File: config.mk
export PLATFORM = sky130hd
export DESIGN_NAME = unidade_controle
export DESIGN_NICKNAME = d
export VERILOG_FILES = /design/src/rtl/riscv_pkg.sv /design/src/rtl/decodificador_instrucao.sv /design/src/rtl/unidade_controle.sv
export SDC_FILE = /design/constraint.sdc
export NUM_CORES = 1
export LEC_CHECK = 0
export CAP_MARGIN = 20
export CORE_MARGIN = 8
export CORE_UTILIZATION = 46
export CTS_CLUSTER_DIAMETER = 30
export DETAILED_ROUTE_END_ITERATION = 10
export GPL_TIMING_DRIVEN = 0
export PLACE_DENSITY = 0.81
export SETUP_SLACK_MARGIN = 0.4
export SYNTH_ARGS = -nofsm -noshare
export SYNTH_HDL_FRONTEND = slang
export SYNTH_SLANG_ARGS = --single-unit
File: constraint.sdc
create_clock -name clk -period 3.2 [get_ports clk]
set_clock_uncertainty 0.2 [all_clocks]
set_input_delay 0.64 -clock clk [delete_from_list [all_inputs] [get_ports clk]]
set_output_delay 0.64 -clock clk [all_outputs]
set_load 0.05 [all_outputs]
File: src/rtl/riscv_pkg.sv
// Shared encodings for the multi-cycle control unit: opcode/funct constants,
// FSM state enumeration, decoded instruction classes and the default memory depth.
package riscv_pkg;

  localparam int IMEM_WORDS_DEF = 32;

  localparam logic [6:0] OP_LOAD  = 7'b0000011;
  localparam logic [6:0] OP_STORE = 7'b0100011;
  localparam logic [6:0] OP_REG   = 7'b0110011;
  localparam logic [6:0] OP_IMM   = 7'b0010011;

  localparam logic [2:0] F3_DOUBLE = 3'b011;
  localparam logic [2:0] F3_ADD    = 3'b000;

  localparam logic [6:0] F7_ADD = 7'b0000000;
  localparam logic [6:0] F7_SUB = 7'b0100000;

  typedef enum logic [2:0] {
    ST_IDLE,
    ST_PC,
    ST_BUSCA,
    ST_IR,
    ST_DECOD,
    ST_EXEC,
    ST_MEM,
    ST_HALT
  } estado_t;

  typedef enum logic [2:0] {
    CL_NENHUMA,
    CL_LD,
    CL_SD,
    CL_ADD,
    CL_SUB,
    CL_ADDI
  } classe_t;

endpackage

File: src/rtl/decodificador_instrucao.sv
// Combinational decoder: splits an RV64 instruction into register fields,
// a sign-extended immediate and an instruction class, flagging anything
// outside the supported ld/sd/add/sub/addi subset as illegal.
module decodificador_instrucao
  import riscv_pkg::*;
#(
  parameter int XLEN = 64
) (
  input  logic [31:0]     instrucao,
  output logic [4:0]      rd,
  output logic [4:0]      rs1,
  output logic [4:0]      rs2,
  output logic [XLEN-1:0] imediato,
  output classe_t         classe,
  output logic            ilegal
);

  logic [6:0] opcode;
  logic [2:0] funct3;
  logic [6:0] funct7;

  assign opcode = instrucao[6:0];
  assign rd     = instrucao[11:7];
  assign funct3 = instrucao[14:12];
  assign rs1    = instrucao[19:15];
  assign rs2    = instrucao[24:20];
  assign funct7 = instrucao[31:25];

  // Stores split the immediate around rd; every other class uses the I-type layout.
  always_comb begin
    if (opcode == OP_STORE)
      imediato = {{(XLEN-12){instrucao[31]}}, instrucao[31:25], instrucao[11:7]};
    else
      imediato = {{(XLEN-12){instrucao[31]}}, instrucao[31:20]};
  end

  // Class lookup; anything not matched stays illegal.
  always_comb begin
    classe = CL_NENHUMA;
    ilegal = 1'b1;
    case (opcode)
      OP_LOAD:  if (funct3 == F3_DOUBLE) begin classe = CL_LD; ilegal = 1'b0; end
      OP_STORE: if (funct3 == F3_DOUBLE) begin classe = CL_SD; ilegal = 1'b0; end
      OP_REG: begin
        if (funct3 == F3_ADD && funct7 == F7_ADD) begin classe = CL_ADD; ilegal = 1'b0; end
        if (funct3 == F3_ADD && funct7 == F7_SUB) begin classe = CL_SUB; ilegal = 1'b0; end
      end
      OP_IMM:   if (funct3 == F3_ADD) begin classe = CL_ADDI; ilegal = 1'b0; end
      default: ;
    endcase
  end

endmodule

File: src/rtl/unidade_controle.sv
// Multi-cycle control unit: sequences PC -> fetch -> IR -> decode -> execute
// (-> memory for loads) and drives every datapath enable and select.
// Handshake: none; start is a level sampled only in IDLE, all outputs are
// decoded from the current state and the fields registered during DECOD.
module unidade_controle
  import riscv_pkg::*;
#(
  parameter int IMEM_WORDS = IMEM_WORDS_DEF,
  parameter int XLEN       = 64
) (
  input  logic            clk,
  input  logic            reset,
  input  logic            start,
  input  logic [31:0]     saida_IR,
  output logic            load_PC,
  output logic            load_IR,
  output logic            we,
  output logic            we_ram,
  output logic            we_mi,
  output logic [XLEN-1:0] PCres,
  output logic [4:0]      Ra,
  output logic [4:0]      Rb,
  output logic [4:0]      Rw,
  output logic [XLEN-1:0] entrada_mux_add_sub,
  output logic            decisor0,
  output logic            decisor1,
  output logic            decisor2,
  output logic            somador_subtrator,
  output logic            concluida,
  output logic            parado,
  output estado_t         estado
);

  estado_t         prox;
  logic [XLEN-1:0] pc;
  logic [XLEN-1:0] pc_prox;
  logic            primeira;

  logic [4:0]      dec_rd, dec_rs1, dec_rs2;
  logic [XLEN-1:0] dec_imm;
  classe_t         dec_classe;
  logic            dec_ilegal;

  logic [4:0]      rd_q, rs1_q, rs2_q;
  logic [XLEN-1:0] imm_q;
  classe_t         classe_q;
  logic            rd_nz;

  decodificador_instrucao #(.XLEN(XLEN)) u_dec (
    .instrucao (saida_IR),
    .rd        (dec_rd),
    .rs1       (dec_rs1),
    .rs2       (dec_rs2),
    .imediato  (dec_imm),
    .classe    (dec_classe),
    .ilegal    (dec_ilegal)
  );

  // The very first fetch after reset targets word 0; afterwards step and wrap.
  assign pc_prox = primeira ? '0 :
                   (pc == XLEN'(IMEM_WORDS - 1)) ? '0 : pc + XLEN'(1);
  assign PCres   = (estado == ST_PC) ? pc_prox : pc;

  // Stores read the data register on Ra and the base on Rb.
  assign Ra    = (classe_q == CL_SD) ? rs2_q : rs1_q;
  assign Rb    = (classe_q == CL_SD) ? rs1_q : rs2_q;
  assign Rw    = rd_q;
  assign entrada_mux_add_sub = imm_q;
  assign we_mi = 1'b0;
  assign rd_nz = (rd_q != 5'd0);

  // State register, shadow PC and decoded-field capture.
  always_ff @(posedge clk) begin
    if (reset) begin
      estado   <= ST_IDLE;
      pc       <= '0;
      primeira <= 1'b1;
      rd_q     <= '0;
      rs1_q    <= '0;
      rs2_q    <= '0;
      imm_q    <= '0;
      classe_q <= CL_NENHUMA;
    end else begin
      estado <= prox;
      if (estado == ST_PC) begin
        pc       <= pc_prox;
        primeira <= 1'b0;
      end
      if (estado == ST_DECOD) begin
        rd_q     <= dec_rd;
        rs1_q    <= dec_rs1;
        rs2_q    <= dec_rs2;
        imm_q    <= dec_imm;
        classe_q <= dec_classe;
      end
    end
  end

  // Next-state and per-state control outputs.
  always_comb begin
    prox              = estado;
    load_PC           = 1'b0;
    load_IR           = 1'b0;
    we                = 1'b0;
    we_ram            = 1'b0;
    decisor0          = 1'b0;
    decisor1          = 1'b0;
    decisor2          = 1'b0;
    somador_subtrator = 1'b0;
    concluida         = 1'b0;
    parado            = 1'b0;
    case (estado)
      ST_IDLE:  if (start) prox = ST_PC;
      ST_PC:    begin load_PC = 1'b1; prox = ST_BUSCA; end
      ST_BUSCA: prox = ST_IR;
      ST_IR:    begin load_IR = 1'b1; prox = ST_DECOD; end
      ST_DECOD: prox = dec_ilegal ? ST_HALT : ST_EXEC;
      ST_EXEC: begin
        prox = (classe_q == CL_LD) ? ST_MEM : ST_PC;
        case (classe_q)
          CL_ADD, CL_SUB: begin
            decisor1          = 1'b1;
            somador_subtrator = (classe_q == CL_SUB);
            we                = rd_nz;
            concluida         = 1'b1;
          end
          CL_ADDI: begin
            decisor0  = 1'b1;
            decisor1  = 1'b1;
            we        = rd_nz;
            concluida = 1'b1;
          end
          CL_LD: begin
            decisor0 = 1'b1;
            decisor1 = 1'b1;
            decisor2 = 1'b1;
          end
          CL_SD: begin
            decisor0  = 1'b1;
            we_ram    = 1'b1;
            concluida = 1'b1;
          end
          default: ;
        endcase
      end
      ST_MEM: begin
        prox      = ST_PC;
        decisor0  = 1'b1;
        decisor1  = 1'b1;
        decisor2  = 1'b1;
        we        = rd_nz;
        concluida = 1'b1;
      end
      ST_HALT:  parado = 1'b1;
      default:  prox = ST_IDLE;
    endcase
  end

endmodule

==> qor.txt <==
number of sinks handled by clock tree synthesis = 98
Critical Path Start Type = flip-flop
cell type group with the largest total delay on the critical path = simple AND/OR/NAND/NOR gates
share of cells above drive strength 1 = 0.486
vias post-DR = 7440
Leakage = 4.31 nW
slowest stage cell on the critical path = sky130_fd_sc_hd__nor4_2
routed wire length = 33200 um
clock root buffer master = sky130_fd_sc_hd__clkbuf_16
antenna diode count = 0
worst ir drop on vdd = 0.000284 V
CTS Buffer Depth = 2
number of hold buffers added after CTS = 0
fraction of the yosys area taken by sequential cells = 0.356
synthesized area divided by synthesized cell count = 7.61 um^2
clock network latency to the later pin of the worst-skew pair = 0.38 ns
number of input and output port buffers inserted = 190
global-route wire length before repair = 37800 um
kind of critical path = reg -> out
Boundary Pins = 192
number of failing setup endpoints in the final timing report = 99
data required time at the worst endpoint = 2.36 ns
Max Clk Rate = 0.261 GHz
final count of hold timing violations = 0
count of max-cap constraint violations = 0
count of mapped cells out of synthesis = 725
hpwl dp = 13500 um
core area = 11900 um^2
footprint of the flip-flops and latches = 2020 um^2
H-tree level count = 3
full die area = 15800 um^2
cell breakdown of the critical path = nor4_2, nand4_1, nor4_4, buf_4, o21a_4, buf_6, buf_12, clkbuf_16, nor2_4, buf_8
min setup slack post-route = -0.629 ns
count of routing violations after the opening detailed-route iteration = 1207
site row count = 40
slew at the pin closest to its max-slew limit = 0.823 ns
residual antenna-violating net count after detailed routing = 0
total DRC errors in the routed layout = 0
fin nets = 1040
Die W = 126 um
Inserted Clock Buffers = 9
height of the die = 126 um
signed area change from the synthesized netlist to the final layout = 94.5%
initial standard-cell utilization of the core = 0.465
post-synth cell types = 50
multi-input gate area in the final layout = 4420 um^2
average wire per standard cell = 28.7 um
PD cells = 287 nW/um^2
outcome = finished, violations left
Post-synth EDFFs = 0
CP max stage delay = 0.51 ns
post-layout min period = 3.83 ns
Clock transition at path regs = 0.08 ns
fraction of the cycle the final worst path needs = 1.20
commonest non-fill, non-tap cell in the layout = sky130_fd_sc_hd__buf_4
type of destination of the critical path = output port
synthesized flop and latch total = 98
total standard cell area after synthesis = 5520 um^2
Buffers & Inverters on Critical Path = 5
clock tree from TritonCTS = done
worst slew slack as a fraction of its limit = 0.449
yosys synthesis warning count = 0
synthesized net count = 762
total power = 3.08 mW
overall fraction of global-route tracks in use = 0.299
violations in the final reports = setup timing
pin count of the biggest net entering global routing = 29
top library cells by usage in the layout, fill and taps aside = 94 x sky130_fd_sc_hd__buf_4, 89 x sky130_fd_sc_hd__nand2_1, 80 x sky130_fd_sc_hd__clkdlybuf4s50_1
Post-synth top flop = sky130_fd_sc_hd__dfxtp_1
worst hold-check path type = reg -> reg
1st-pass router iterations = 10
worst-path fanout max = 5
Slew Limit Fails = 0
GPL Wtd Cong = 0.873
fraction of the core area covered by cells at the end of the flow = 0.905
unrepaired setup endpoints after global routing = true
initial antenna violation count = 0
# fillers = 437
vias in the first global route = 6848
global-route congestion overflow total = 0
share of synthesized flip-flops with an asynchronous set or reset = 0
number of vias per cell = 6.44
crit path DAT = 2.99 ns
==> flip-flops by register name (all words and copies together), names as in the netlist <==
signal               flops
Rw                       5
classe_q                 3
entrada_mux_add_sub     12
estado                   3
pc                      64
primeira                 1
rs1_q                    5
rs2_q                    5
==> routing by layer <==
| layer | wire length, um | global-route usage | vias up | share of wire |
|---|---|---|---|---|
| met5 | 47 | 0 | - | 0.0014 |
| met4 | 3230 | 0.173 | 2 | 0.097 |
| met3 | 4340 | 0.0931 | 295 | 0.13 |
| met2 | 15100 | 0.529 | 746 | 0.46 |
| met1 | 10400 | 0.308 | 3444 | 0.31 |
| li1 | - | - | 2953 | - |
==> stage by stage <==
step / instance area, um^2 / TNS [ns] / hold WS, ns / cells / setup slack [ns]
6_report: 10700 / -36.80 / 0.256 / 1155 / -0.629
5_1_grt: 10700 / -47.86 / 0.279 / 1155 / -0.714
4_1_cts: 9820 / -5.14 / 0.257 / 1122 / -0.218
3_5_place_dp: 8110 / -43.19 / 0.248 / 1062 / -0.844
3_3_place_gp: 8110 / -51.81 / 0.241 / 1062 / -0.816
2_1_floorplan: 6030 / 0 / 0.243 / 725 / 0.200
==> path summary, 6_finish.rpt <==
kind / start / to / slack [ns] / depth (start not counted)
setup / recovery: pc[55] / PCres[15] / -0.63 / 10
hold / removal: entrada_mux_add_sub[7] / entrada_mux_add_sub[7] / 0.26 / 2
setup reg to reg: pc[55] / pc[10] / -0.10 / 14
hold reg to reg: entrada_mux_add_sub[7] / entrada_mux_add_sub[7] / 0.26 / 2
==> where the power goes <==
part / switching (mW) / internal, mW
combinational: 0.300 / 0.287
clock: 0.573 / 0.696
sequential: 0.00757 / 1.22
total: 0.881 / 2.20
==> repair_timing <==
item,4_1_cts,5_1_grt
cloned,7,4
pin swaps,64,32
endpoints found under the hold margin,0,0
gates resized for setup,719,160
setup buffers,37,29
endpoints found under the setup margin,174,141
==> synth_stat cells, types with 2 or more instances <==
cell type,n,area share
sky130_fd_sc_hd__buf_2,8,0.0073
sky130_fd_sc_hd__a21oi_1,35,0.032
sky130_fd_sc_hd__nor3_4,2,0.0059
sky130_fd_sc_hd__nor2_1,155,0.11
sky130_fd_sc_hd__xor2_1,37,0.059
sky130_fd_sc_hd__o21a_1,2,0.0027
sky130_fd_sc_hd__nand2b_1,6,0.0068
sky130_fd_sc_hd__inv_1,7,0.0048
sky130_fd_sc_hd__dfxtp_1,98,0.36
sky130_fd_sc_hd__or4_1,2,0.0027
sky130_fd_sc_hd__ha_1,2,0.0045
sky130_fd_sc_hd__buf_4,54,0.073
sky130_fd_sc_hd__buf_6,5,0.010
sky130_fd_sc_hd__clkbuf_1,19,0.013
sky130_fd_sc_hd__nor4_2,2,0.0045
sky130_fd_sc_hd__nor2b_1,5,0.0057
sky130_fd_sc_hd__xnor2_1,22,0.035
sky130_fd_sc_hd__a211oi_1,6,0.0082
sky130_fd_sc_hd__and3_1,12,0.014
sky130_fd_sc_hd__and4_1,10,0.016
sky130_fd_sc_hd__mux2i_1,6,0.011
sky130_fd_sc_hd__nor3b_1,2,0.0027
sky130_fd_sc_hd__a31oi_1,3,0.0034
sky130_fd_sc_hd__nor4b_1,2,0.0032
sky130_fd_sc_hd__nand3_1,25,0.023
sky130_fd_sc_hd__o31ai_1,2,0.0027
sky130_fd_sc_hd__nand2_1,95,0.065
sky130_fd_sc_hd__nand4_1,26,0.029
sky130_fd_sc_hd__nor3_1,9,0.0082
sky130_fd_sc_hd__or3_1,2,0.0023
sky130_fd_sc_hd__mux2_2,10,0.020
sky130_fd_sc_hd__nor4_1,26,0.029
sky130_fd_sc_hd__o21ai_0,10,0.0091
sky130_fd_sc_hd__a21o_1,2,0.0027
==> kinds of logic after synthesis <==
kind of cell,count (synthesis),synth area share
xor+xnor,59,0.0937
mux,16,0.0313
fa+ha+maj,2,0.00454
flops,98,0.356
other cells,1,0.000680
compound gates,66,0.0701
simple gates,389,0.335
buf+inv,94,0.109
==> cell type report <==
cell class	instances	share of cell area
Inverter	8	0.00327
Multi-Input combinational cell	533	0.412
Tap cell	147	0.0171
Buffer	86	0.0704
Sequential cell	98	0.188
Clock inverter	7	0.00945
Clock buffer	9	0.0210
Timing Repair Buffer	267	0.279
==> worst min-delay path, stage by stage, from the launching register on <==
cell                      delay, ns
sky130_fd_sc_hd__dfxtp_1       0.31
sky130_fd_sc_hd__nand2_1       0.05
sky130_fd_sc_hd__a21oi_1       0.05
(Power assumes the default switching activity.)
